`src/rtl/dma_fifo_pkg.sv`:
```
// Shared constants and the unit-select helper for the DMA pack FIFO.
package dma_fifo_pkg;

  localparam int unsigned DEF_WORD_W = 32;
  localparam int unsigned DEF_BYTE_W = 8;
  localparam int unsigned DEF_DEPTH  = 4;

  // Widest word/unit the helper can handle; callers cast down to their own width.
  localparam int unsigned MAX_WORD_W = 1024;
  localparam int unsigned MAX_BYTE_W = 512;

  // Return unit 'lane' of 'word'; lane 0 is the least significant unit when
  // lsb_first is set, otherwise the most significant one.
  function automatic logic [MAX_BYTE_W-1:0] unit_sel(
    input logic [MAX_WORD_W-1:0] word,
    input int unsigned           lane,
    input int unsigned           ratio,
    input int unsigned           byte_w,
    input logic                  lsb_first
  );
    int unsigned idx;
    idx = lsb_first ? lane : (ratio - 1 - lane);
    return MAX_BYTE_W'(word >> (idx * byte_w));
  endfunction

endpackage

```
`src/rtl/dma_fifo_mem.sv`:
```
// Word storage for the DMA pack FIFO: DEPTH x WORD_W registers, one write
// port, one asynchronous read port, contents not reset.
//   clk   : write clock
//   we    : write enable
//   waddr : write address
//   wdata : write data
//   raddr : read address
//   rdata : read data (combinational)
module dma_fifo_mem #(
  parameter int unsigned WORD_W = 32,
  parameter int unsigned DEPTH  = 4
) (
  input  logic                     clk,
  input  logic                     we,
  input  logic [$clog2(DEPTH)-1:0] waddr,
  input  logic [WORD_W-1:0]        wdata,
  input  logic [$clog2(DEPTH)-1:0] raddr,
  output logic [WORD_W-1:0]        rdata
);

  logic [WORD_W-1:0] mem [DEPTH];

  // Storage write.
  always_ff @(posedge clk) begin
    if (we) begin
      mem[waddr] <= wdata;
    end
  end

  assign rdata = mem[raddr];

endmodule

```
`src/rtl/dma_pack_fifo.sv`:
```
// Word-in / unit-out FIFO: accepts WORD_W words and returns them as
// WORD_W/BYTE_W units of BYTE_W bits, first-word fall-through.
//   clk, rst_n          : clock, async active-low reset
//   flush               : synchronous clear of all contents
//   wr_valid/wr_ready   : word push handshake, wr_data is the word
//   rd_valid/rd_ready   : unit consume handshake, rd_data is the unit
//   rd_last             : current unit is the last of the head word
//   full, empty, level  : occupancy in words (partially read head counts)
module dma_pack_fifo
  import dma_fifo_pkg::*;
#(
  parameter int unsigned WORD_W    = DEF_WORD_W,
  parameter int unsigned BYTE_W    = DEF_BYTE_W,
  parameter int unsigned DEPTH     = DEF_DEPTH,
  parameter bit          LSB_FIRST = 1'b1
) (
  input  logic                   clk,
  input  logic                   rst_n,
  input  logic                   flush,
  input  logic                   wr_valid,
  output logic                   wr_ready,
  input  logic [WORD_W-1:0]      wr_data,
  output logic                   rd_valid,
  input  logic                   rd_ready,
  output logic [BYTE_W-1:0]      rd_data,
  output logic                   rd_last,
  output logic                   full,
  output logic                   empty,
  output logic [$clog2(DEPTH):0] level
);

  localparam int unsigned R  = WORD_W / BYTE_W;
  localparam int unsigned AW = $clog2(DEPTH);
  localparam int unsigned LW = $clog2(R);

  logic [AW-1:0]     wr_ptr, wr_ptr_d;
  logic [AW-1:0]     rd_ptr, rd_ptr_d;
  logic [LW-1:0]     lane, lane_d;
  logic [AW:0]       level_q, level_d;
  logic [WORD_W-1:0] head_word;
  logic              push, consume, pop, at_last;

  // Occupancy flags and handshakes, all derived from the registered level.
  assign empty    = (level_q == '0);
  assign full     = (level_q == (AW+1)'(DEPTH));
  assign level    = level_q;
  assign wr_ready = !full;
  assign rd_valid = !empty;

  assign at_last  = (lane == LW'(R - 1));
  assign push     = wr_valid && wr_ready;
  assign consume  = rd_valid && rd_ready;
  assign pop      = consume && at_last;

  // Fall-through read path from the head entry and current lane.
  assign rd_last  = rd_valid && at_last;
  assign rd_data  = empty ? '0
                  : BYTE_W'(unit_sel(MAX_WORD_W'(head_word), 32'(lane), R, BYTE_W, LSB_FIRST));

  // Next-state for pointers, lane and level; flush wins over any handshake.
  always_comb begin
    wr_ptr_d = wr_ptr;
    rd_ptr_d = rd_ptr;
    lane_d   = lane;
    level_d  = level_q;
    if (flush) begin
      wr_ptr_d = '0;
      rd_ptr_d = '0;
      lane_d   = '0;
      level_d  = '0;
    end else begin
      if (push) begin
        wr_ptr_d = wr_ptr + AW'(1);
      end
      if (consume) begin
        if (at_last) begin
          lane_d   = '0;
          rd_ptr_d = rd_ptr + AW'(1);
        end else begin
          lane_d = lane + LW'(1);
        end
      end
      case ({push, pop})
        2'b10:   level_d = level_q + (AW+1)'(1);
        2'b01:   level_d = level_q - (AW+1)'(1);
        default: level_d = level_q;
      endcase
    end
  end

  // Control state register.
  always_ff @(posedge clk or negedge rst_n) begin
    if (!rst_n) begin
      wr_ptr  <= '0;
      rd_ptr  <= '0;
      lane    <= '0;
      level_q <= '0;
    end else begin
      wr_ptr  <= wr_ptr_d;
      rd_ptr  <= rd_ptr_d;
      lane    <= lane_d;
      level_q <= level_d;
    end
  end

  dma_fifo_mem #(
    .WORD_W (WORD_W),
    .DEPTH  (DEPTH)
  ) u_mem (
    .clk   (clk),
    .we    (push && !flush),
    .waddr (wr_ptr),
    .wdata (wr_data),
    .raddr (rd_ptr),
    .rdata (head_word)
  );

endmodule

```
`config.mk`:
```
export PLATFORM = sky130hd
export DESIGN_NAME = dma_pack_fifo
export DESIGN_NICKNAME = d
export VERILOG_FILES = /design/src/rtl/dma_fifo_pkg.sv /design/src/rtl/dma_fifo_mem.sv /design/src/rtl/dma_pack_fifo.sv
export SDC_FILE = /design/constraint.sdc
export NUM_CORES = 1
export LEC_CHECK = 0
export ABC_AREA = 0
export BUFFER_PORTS_ARGS = -buffer_cell sky130_fd_sc_hd__buf_4
export CORE_MARGIN = 2
export CORE_UTILIZATION = 53
export DETAILED_ROUTE_END_ITERATION = 10
export PLACE_DENSITY = 0.83
export SKIP_LAST_GASP = 1
export SYNTH_ARGS = -nofsm -noshare
export SYNTH_HDL_FRONTEND = slang
export SYNTH_HIERARCHICAL = 1
export SYNTH_SLANG_ARGS = --single-unit
```
`constraint.sdc`:
```
create_clock -name clk -period 3.9 [get_ports clk]
set_input_delay 0.78 -clock clk [delete_from_list [all_inputs] [get_ports clk]]
set_output_delay 0.78 -clock clk [all_outputs]
set_load 0.01 [all_outputs]
```
==> results.md <==
* Status: complete, no violations
* Mapped Cells at ~250
* CP Max Fanout at 25
* Min-delay worst type: input pin to asynchronous set/reset pin
* Yosys top cell area share at a little over two thirds
* Filler instances at between 600 and 700
* Die X at roughly 110 um
* Share of post-route cells with drive strength above 1 at 40.3%
* Placed Area at roughly 6000 sq um
* Clk root buf: clkbuf_8
* RSZ-0062 raised after global routing: no
* Most common cell in the netlist: edfxtp_1
* H-Tree Depth at 4
* Initial Util at 53.7%
* I/O Buffers at 52
* CTS Buf Count at 17
* CP Data Arrival Time at 2.77 ns
* Yosys warning count at 6
* Async SR Flop Fraction at roughly 6.6%
* Vias/cell at around 5.6
* CP max stage cell: dfrtp_2
* Clock Skew at around 0.013 ns
* Routability cong. at about 0.7
* Drt pass-1 iters at 4
* Antenna-violating nets left at 0
* Mapped cell area at roughly 5500 sq um
* Sink Count at roughly 140
* Worst VDD drop at between 0.0003 and 0.0004 V
* Fmax at about 280 MHz
* Seq cells post-synth at around 140
* Max-Cap Viols at 0
* Post-synthesis compound-gate area fraction at between 1 and 1.5%
* GRT Overall Usage at roughly a fifth
* Setup crit end kind: output port
* Total congestion overflow at 0
* Crit-path max cell delay at ~0.59 ns
* Layout Nets at around 350
* Reg clk slew, reported paths at approximately 0.07 ns
* Finish-stage setup viols at 0
* Seq/Total Area, Yosys at roughly three quarters
* Slew headroom at 52.3%
* Placed Cells at around 430
* Synth Area in Simple Gates at under 10%
* Final worst path period need at ~3.5 ns
* Post-CTS Hold Buffers at 0
* Period utilization at between 90% and 100%
* PD cells at between 500 and 600 nW/um^2
* # IOs at 53
* Number of library cell types mapped by synthesis at 35
* Cell taking the most area after synthesis: edfxtp_1
* Final non-filler cell total at between 400 and 500
* Largest net degree at the start of global routing at 34
* WL per Instance at approximately 22 um
* Primary FF master, synth: edfxtp_1
* Ant diodes at 0
* Vias in the first global route at 2717
* Net Count, Synth at 285
* Post-synth EDFFs at around 130
* Clock tree buffer depth at 2
* Worst slew pin tran at around 0.71 ns
* Initial DRC count at roughly 220
* Most used cell, CP: mux4_2
* Row count at 37
* Leakage at 2.23 nW
* Final non-filler cell area at approximately 6600 sq um
* Final hold vios at 0
* Top post-synthesis cells by count: edfxtp_1 (128), mux4_2 (38), and2_1 (9), dfrtp_1 (9), nor2_1 (9)
* Avg Inst Size Synth at 22.2 sq um
* Setup Buffers After CTS at 0
* Slew Limit Fails at 0
* Core area at ~10000 sq um
* Area growth from synthesis to final layout at 20.2%
* Critical-path cell list: buf_12, mux4_2, mux4_2, and2_1, buf_4
* Critical path launch point type: flip-flop
* Fin util at approximately 64%
* TNS Setup at 0 ns
* # resized after CTS at 0
* Via count at between 2000 and 3000
* Mux share of post-synthesis cell area at 17.0%
* # DRC at 0
* Post-DP HPWL at 5670 um
* TritonCTS clock tree: yes
* Post-Synth XOR/XNOR Area at 0.641%
* Top cells by area, synth: edfxtp_1 (70%), mux4_2 (16%), dfrtp_1 (4.1%), buf_12 (1.1%), and2_1 (1.0%)
* Die area at 11100 sq um
* Largest family of logic cells by synthesized area: multiplexers
* Routed wire length at a little under 10000 um
* Initial antenna violation count at 0
* First-pass GRT wire length at 15200 um
* Clk_lat worst skew at 0.52 ns
* Post-Synth Adder-Cell Area at less than 1%
* Die H at 106 um
* CP Class: flip-flop to output port
* Worst path required time at 3.12 ns
cell families (layout without fill, tap and decap cells):
logic type | Yosys count | count (layout)
buffers and inverters | 14 | 93
adders and majority gates | 2 | 2
xor gates and xnor gates | 4 | 4
DFF | 137 | 137
and+or+nand+nor | 39 | 39
AOI/OAI and AO/OA | 8 | 8
muxes | 42 | 42
layout make-up:
class                      instances  area, sq um  share of cell area (%)
inverter                           2         7.51                   0.114
clock buffer                      17          414                    6.30
clock inverter                    15          164                    2.50
timing repair buffer              59          455                    6.93
multi-input combinational         95         1290                    19.6
tap                              136          170                    2.59
sequential                       137         4070                    62.0
layout by cell type (no fill, tap or decap), drive strengths merged, types with 2 or more instances in the layout:
master	n
nor2	9
clkbuf	17
nor3b	2
a21oi	3
mux4	40
edfxtp	128
nand2b	2
dfrtp	9
nand2	6
clkinv	3
bufinv	2
clkinvlp	3
buf	59
and2	9
xor2	3
and3b	2
nand3	2
or3	2
inv	9
worst max-delay path, delay by kind of cell, from the launching register on:
kind                   cells  cell delay, ns
buffers and inverters      2            0.43
DFF                        1            0.59
muxes                      2            1.01
and+or+nand+nor            1            0.20
layer usage:
metal  part of all wire (%)  track usage [%]  routed length, um
met5                      0                0                  0
met1                     39             25.0               3870
met4                    1.1             7.33                108
met3                    6.6             6.12                653
met2                     53             30.8               5290
registers in the layout (all words and copies together) (netlist names):
signal	flops
rd_ptr	2
level	3
lane	2
u_mem/mem	128
wr_ptr	2
where the power goes:
part           leakage (nW)  internal [mW]  switching (mW)
clock                 0.276          0.922           0.623
sequential             1.28           1.65          0.0248
combinational         0.674         0.0906          0.0872
total                  2.23           2.67           0.735
path summary, 6_finish.rpt:
kind / from / depth (start not counted) / slack (ns) / to
worst max-delay path: rd_ptr[0]$_DFFE_PN0P_ / 5 / 0.35 / rd_data[5]
worst min-delay path: rst_n / 1 / 0.07 / level[2]$_DFFE_PN0P_
worst max register to register: lane[0]$_DFFE_PN0P_ / 7 / 1.55 / level[2]$_DFFE_PN0P_
worst min register to register: wr_ptr[1]$_DFFE_PN0P_ / 2 / 0.67 / wr_ptr[1]$_DFFE_PN0P_
max in group asynchronous: rst_n / 1 / 3.66 / rd_ptr[0]$_DFFE_PN0P_
min in group clk: wr_data[1] / 1 / 0.46 / u_mem/mem[3][1]$_DFFE_PP_
per-stage QoR:
step	worst slack [ns]	hold slack [ns]	power [mW]
3_5_place_dp	0.871	0.619	1.89
6_report	0.352	0.0716	3.40
5_1_grt	0.189	0.0642	3.50
4_1_cts	0.285	0.0587	3.43
2_1_floorplan	1.04	0.484	1.79
3_3_place_gp	0.887	0.615	1.88
(Power assumes the default switching activity.)
